==> config.mk <==
export PLATFORM = sky130hd
export DESIGN_NAME = rsu_wd_kicker
export DESIGN_NICKNAME = d
export VERILOG_FILES = /design/src/rtl/rsu_wd_pkg.sv /design/src/rtl/rsu_sync2.sv /design/src/rtl/rsu_wd_kicker.sv
export SDC_FILE = /design/constraint.sdc
export NUM_CORES = 1
export LEC_CHECK = 0
export CELL_PAD_IN_SITES_DETAIL_PLACEMENT = 1
export CELL_PAD_IN_SITES_GLOBAL_PLACEMENT = 2
export CORE_ASPECT_RATIO = 1.4
export CORE_MARGIN = 1
export CORE_UTILIZATION = 34
export CTS_CLUSTER_DIAMETER = 50
export DETAILED_ROUTE_END_ITERATION = 8
export DONT_BUFFER_PORTS = 1
export PLACE_DENSITY = 0.82
export SYNTH_ARGS = -nofsm -noshare
export SYNTH_HDL_FRONTEND = slang
export SYNTH_SLANG_ARGS = --single-unit
==> constraint.sdc <==
create_clock -name clk -period 2 [get_ports clk]
set_clock_uncertainty 0.05 [all_clocks]
set_input_delay 0.4 -clock clk [delete_from_list [all_inputs] [get_ports clk]]
set_output_delay 0.4 -clock clk [all_outputs]
set_load 0.02 [all_outputs]
==> src/rtl/rsu_wd_pkg.sv <==
// Shared types and reset values for the remote-system-update watchdog kicker.
package rsu_wd_pkg;

    typedef enum logic [2:0] {
        ST_IDLE,
        ST_ARMED,
        ST_STARVED,
        ST_RECONF,
        ST_WAIT_CONF,
        ST_FAULT
    } state_t;

    localparam logic        RST_WATCHDOG_RESET   = 1'b0;
    localparam logic        RST_PFL_NRECONFIGURE = 1'b1;
    localparam logic [7:0]  RST_RETRY_COUNT      = 8'd0;
    localparam logic [15:0] RST_KICK_COUNT       = 16'd0;
    localparam logic        RST_FAULT            = 1'b0;

    // True while another reconfiguration attempt is still permitted.
    function automatic logic retry_allowed(input logic [7:0] count, input int unsigned max_retry);
        return 32'(count) < max_retry;
    endfunction

endpackage

==> src/rtl/rsu_sync2.sv <==
// Two-flop synchronizer for a single asynchronous level.
module rsu_sync2 (
    input  logic clk,
    input  logic nreset,
    input  logic d,
    output logic q
);

    logic meta;

    always_ff @(posedge clk) begin
        if (!nreset) begin
            meta <= 1'b0;
            q    <= 1'b0;
        end else begin
            meta <= d;
            q    <= meta;
        end
    end

endmodule

==> src/rtl/rsu_wd_kicker.sv <==
// Watchdog kicker: kicks the external watchdog only while the application
// proves it is alive, and requests bounded reconfiguration when it starves.
module rsu_wd_kicker
    import rsu_wd_pkg::*;
#(
    parameter int unsigned KICK_PERIOD   = 50000000,
    parameter int unsigned NRECONF_PULSE = 16,
    parameter int unsigned MAX_RETRY     = 3
) (
    input  logic        clk,
    input  logic        nreset,
    input  logic        enable,
    input  logic        fpga_conf_done,
    input  logic        app_heartbeat,
    input  logic        watchdog_timed_out,
    output logic        watchdog_reset,
    output logic        pfl_nreconfigure,
    output logic [7:0]  retry_count,
    output logic [15:0] kick_count,
    output logic        fault
);

    localparam int unsigned CNT_W   = $clog2(KICK_PERIOD);
    localparam int unsigned PULSE_W = $clog2(NRECONF_PULSE + 1);
    localparam logic [CNT_W-1:0]   CNT_LAST   = CNT_W'(KICK_PERIOD - 1);
    localparam logic [PULSE_W-1:0] PULSE_LAST = PULSE_W'(NRECONF_PULSE - 1);

    logic               conf_done;
    logic               timed_out;
    state_t             state;
    logic [CNT_W-1:0]   period_cnt;
    logic [PULSE_W-1:0] pulse_cnt;
    logic               hb_seen;
    logic               conf_low_seen;

    rsu_sync2 u_sync_conf (
        .clk    (clk),
        .nreset (nreset),
        .d      (fpga_conf_done),
        .q      (conf_done)
    );

    rsu_sync2 u_sync_timeout (
        .clk    (clk),
        .nreset (nreset),
        .d      (watchdog_timed_out),
        .q      (timed_out)
    );

    always_ff @(posedge clk) begin
        if (!nreset) begin
            state            <= ST_IDLE;
            watchdog_reset   <= RST_WATCHDOG_RESET;
            pfl_nreconfigure <= RST_PFL_NRECONFIGURE;
            retry_count      <= RST_RETRY_COUNT;
            kick_count       <= RST_KICK_COUNT;
            fault            <= RST_FAULT;
            period_cnt       <= '0;
            pulse_cnt        <= '0;
            hb_seen          <= 1'b0;
            conf_low_seen    <= 1'b0;
        end else begin
            case (state)
                ST_IDLE: begin
                    if (enable && conf_done) begin
                        state      <= ST_ARMED;
                        period_cnt <= '0;
                        hb_seen    <= 1'b0;
                    end
                end

                ST_ARMED, ST_STARVED: begin
                    // A watchdog timeout outranks both a kick and a disable.
                    if (timed_out) begin
                        if (retry_allowed(retry_count, MAX_RETRY)) begin
                            state            <= ST_RECONF;
                            retry_count      <= retry_count + 8'd1;
                            pfl_nreconfigure <= 1'b0;
                            pulse_cnt        <= '0;
                        end else begin
                            state <= ST_FAULT;
                            fault <= 1'b1;
                        end
                    end else if (!enable || !conf_done) begin
                        state <= ST_IDLE;
                    end else if (state == ST_ARMED) begin
                        if (period_cnt == CNT_LAST) begin
                            if (hb_seen || app_heartbeat) begin
                                watchdog_reset <= ~watchdog_reset;
                                kick_count     <= kick_count + 16'd1;
                                retry_count    <= '0;
                                hb_seen        <= 1'b0;
                                period_cnt     <= '0;
                            end else begin
                                state <= ST_STARVED;
                            end
                        end else begin
                            period_cnt <= period_cnt + CNT_W'(1);
                            if (app_heartbeat) begin
                                hb_seen <= 1'b1;
                            end
                        end
                    end
                end

                ST_RECONF: begin
                    if (pulse_cnt == PULSE_LAST) begin
                        state            <= ST_WAIT_CONF;
                        pfl_nreconfigure <= 1'b1;
                        conf_low_seen    <= 1'b0;
                    end else begin
                        pulse_cnt <= pulse_cnt + PULSE_W'(1);
                    end
                end

                // The new image must first drop conf_done, then raise it again.
                ST_WAIT_CONF: begin
                    if (!conf_done) begin
                        conf_low_seen <= 1'b1;
                    end else if (conf_low_seen) begin
                        state <= ST_IDLE;
                    end
                end

                ST_FAULT: begin
                    fault            <= 1'b1;
                    pfl_nreconfigure <= 1'b1;
                end

                default: begin
                    state <= ST_IDLE;
                end
            endcase
        end
    end

endmodule
==> summary.md <==
| Metric | Value |
|---|---|
| Cell mode on critical path | nand3_4 |
| Worst min-delay path class | primary input to flip-flop |
| Multi-input gate area | 2112 µm² |
| Cell Area, Synth | 3261 µm² |
| TritonCTS Buffers | 9 |
| Placed cells | 559 |
| #FFs+latches synth | 67 |
| Antenna violations before repair | 0 |
| Placed Area | 3930 µm² |
| Via-per-instance ratio | 5.747 |
| Worst setup EP type | flip-flop |
| Layout cells sized above 1 | 0.3734 |
| Critical path startpoint category | flip-flop |
| Worst-case clock buffer depth | 2 |
| Layout area overhead | 41.71% |
| GRT Total Usage | 0.2220 |
| Critical path cell sequence | ha_4 > and3_4 > nand3_4 > nor4_4 > buf_4 > nand3_4 > or4_1 > a21oi_1 |
| CP Class | flip-flop to flip-flop |
| Maximum number of pins on one net before global-route repair | 42 |
| Core area | 9183 µm² |
| Setup ws final | -0.04975 ns |
| Clock share of power | 0.438 |
| Ys Warns | 0 |
| Filler Cells Inserted | 1092 |
| Slowest CP cell | or4_1 |
| ANT cells | 0 |
| Switch share | 0.2681 |
| Die X | 84.77 µm |
| PwrDens | 840.9 nW/µm² |
| WL final | 10.86 mm |
| Hpwl dp | 7.576 mm |
| Worst vdd ir | 458.3 µV |
| Buf+Inv Stages, Crit Path | 1 |
| # setup viols final | 6 |
| Net count of the finished layout | 481 |
| Worst path max stage delay | 0.47 ns |
| Register area | 1360 µm² |
| Root Driver | clkbuf_16 |
| Clock Sinks | 67 |
| Number of synthesized flops with an enable pin | 0 |
| Gr ovfl total | 0 |
| Htree depth | 3 |
| # hold bufs at CTS | 0 |
| Slew headroom | 0.7273 |
| RSZ-0062 raised after global routing | yes |
| Total Power | 3.885 mW |
| Predominant post-synthesis flop cell | dfxtp_1 |
| CTS tree | yes |
| Crit path max-delay family | simple AND/OR/NAND/NOR gates |
| Vias in the first global route | 3531 |
| Post-synthesis cell type count | 56 |
| Filler-free cell count of the finished design | 581 |
| Clock latency on the worst-skew pair | 0.33 ns |
| Row cnt | 41 |
| Post-DRT Antenna Nets | 0 |
| Sequential cell fraction of total power | 0.359 |
| Fin Setup TNS | -0.1507 ns |
| Max Fclk | 487.9 MHz |
| First-pass GRT wire length | 17.41 mm |
| Fin area | 4621 µm² |
| Synth Area per Inst | 8.234 µm² |
| Fin crit share | 1.025 |
| Combinational power share | 0.204 |
| CTS clock-pin slew for the worst setup and hold paths | 0.06 ns |
| Max-cap viol count | 0 |
| Die area | 9991 µm² |
| Syn_nets | 407 |
| Cell Int Power | 2.844 mW |
| Die Ht | 117.9 µm |
| Slew Viols, Final | 0 |
| WHS | 0.1322 ns |
| Core Util, Final | 0.5032 |
| P_leak | 1.749 nW |
| Port bufs | 0 |
| DR vias | 3339 |
| Status | complete, but fails checks |
| Switching pwr | 1.042 mW |
| Drt pass-1 iters | 6 |
| Final hold viol count | 0 |
| Worst-Margin Slew | 0.4066 ns |
| Drt wl/cell | 18.69 µm |
| FFs w/ async S/R, synth | 0 |
| GPL Wtd Cong | 0.8483 |
| Final min period | 2.050 ns |
| Initial Utilization | 0.3551 |
| Seq/Total Area, Yosys | 0.4114 |
| Pre-CTS setup slack | -0.1734 ns |
| Failing checks | design-rule violations, negative setup slack |
| Post-Syn Instances | 396 |
| WP data required | 2.22 ns |
| DRC Markers | 6 |
| CP max FO | 4 |
| Io pins | 33 |
| 1st-iter DRT viols | 125 |
| WP data arrival | 2.27 ns |
-- path summary, 6_finish.rpt --
path | startpoint | end | slack [ns] | cells after the start
max | period_cnt[1] | kick_count[12] | -0.05 | 8
min | nreset | pfl_nreconfigure | 0.13 | 1
max reg2reg | period_cnt[1] | kick_count[12] | -0.05 | 8
min reg2reg | u_sync_conf.meta | u_sync_conf.q | 0.38 | 1
-- power groups by stage --
stage	Sequential (mW)	Clock (mW)	Combinational (mW)
after global routing	1.40	1.80	0.850
after floorplan	1.42	0	0.382
after detailed placement	1.42	0	0.624
after global placement	1.42	0	0.608
final	1.39	1.70	0.791
after CTS	1.39	1.73	0.709
-- metal layers --
layer	share of wire	wire length, µm	global-route usage
met1	0.38	4152	0.2304
met2	0.56	6049	0.4294
met3	0.037	406	0.04628
met4	0.023	251	0.07839
met5	0	0	0
-- logic make-up after synthesis --
| family | count (synthesis) | synth area share |
|---|---|---|
| xor gates and xnor gates | 13 | 0.03492 |
| buffers and inverters | 26 | 0.03223 |
| AOI/OAI and AO/OA | 96 | 0.1773 |
| and+or+nand+nor | 187 | 0.3185 |
| adders and majority gates | 5 | 0.01919 |
| muxes | 2 | 0.006523 |
| DFF | 67 | 0.4114 |
-- cell usage after synthesis, types with 3 or more instances --
| cell type | n | area share |
|---|---|---|
| a211oi_1 | 4 | 0.0092 |
| a21oi_1 | 34 | 0.052 |
| a31oi_1 | 10 | 0.019 |
| and2_1 | 14 | 0.027 |
| and3_1 | 14 | 0.027 |
| and4_1 | 4 | 0.011 |
| buf_2 | 6 | 0.0092 |
| clkbuf_1 | 16 | 0.018 |
| dfxtp_1 | 67 | 0.41 |
| ha_1 | 5 | 0.019 |
| inv_1 | 3 | 0.0035 |
| nand2_1 | 42 | 0.048 |
| nand2b_1 | 3 | 0.0058 |
| nand3_1 | 19 | 0.029 |
| nand3b_1 | 3 | 0.0069 |
| nand4_1 | 14 | 0.027 |
| nor2_1 | 29 | 0.033 |
| nor2b_1 | 4 | 0.0077 |
| nor3_1 | 7 | 0.011 |
| o211ai_1 | 10 | 0.023 |
| o21ai_0 | 21 | 0.032 |
| o22ai_1 | 4 | 0.0077 |
| or3_1 | 12 | 0.023 |
| or4_1 | 3 | 0.0069 |
| xnor2_1 | 7 | 0.019 |
| xor2_1 | 6 | 0.016 |
-- state kept, by name (all words and copies together), names as in the netlist --
signal	flops
pulse_cnt	5
pfl_nreconfigure	1
u_sync_timeout.q	1
watchdog_reset	1
conf_low_seen	1
u_sync_conf.q	1
u_sync_conf.meta	1
fault	1
retry_count	8
u_sync_timeout.meta	1
kick_count	16
state	3
period_cnt	26
hb_seen	1
-- area by class of cell --
cell class / count / area share
Timing Repair Buffer: 85 / 0.1478
Inverter: 4 / 0.003249
Sequential cell: 67 / 0.2943
Clock inverter: 5 / 0.01679
Clock buffer: 10 / 0.05172
Tap cell: 107 / 0.02897
Multi-Input combinational cell: 303 / 0.4571
-- cell usage in the layout, fill, tap and decap left out, types with 5 or more instances in the layout --
master / n
dfxtp_2: 12
xor2_1: 6
and3_1: 5
or3_1: 10
buf_4: 73
o21ai_0: 11
nand3_1: 17
o21ai_1: 9
nor2_1: 27
and3_4: 7
clkbuf_16: 9
dfxtp_1: 54
nand2_1: 38
a31oi_1: 9
a21oi_1: 21
buf_6: 12
a21oi_2: 13
nand4_1: 14
xnor2_1: 7
o211ai_1: 10
and2_1: 13
-- worst register-to-register path, cell delays in order (launching register included) --
cell,delay [ns]
dfxtp_2,0.35
ha_4,0.13
and3_4,0.22
nand3_4,0.10
nor4_4,0.25
buf_4,0.19
nand3_4,0.09
or4_1,0.47
a21oi_1,0.14
-- what timing repair did --
item / in CTS / in global routing
pin swaps: 6 / 29
setup endpoints to repair: 48 / 54
setup buffers: 5 / 1
gates resized for setup: 25 / 72
cloned: 1 / 1
Note: power is estimated with default switching activity, not from simulation.
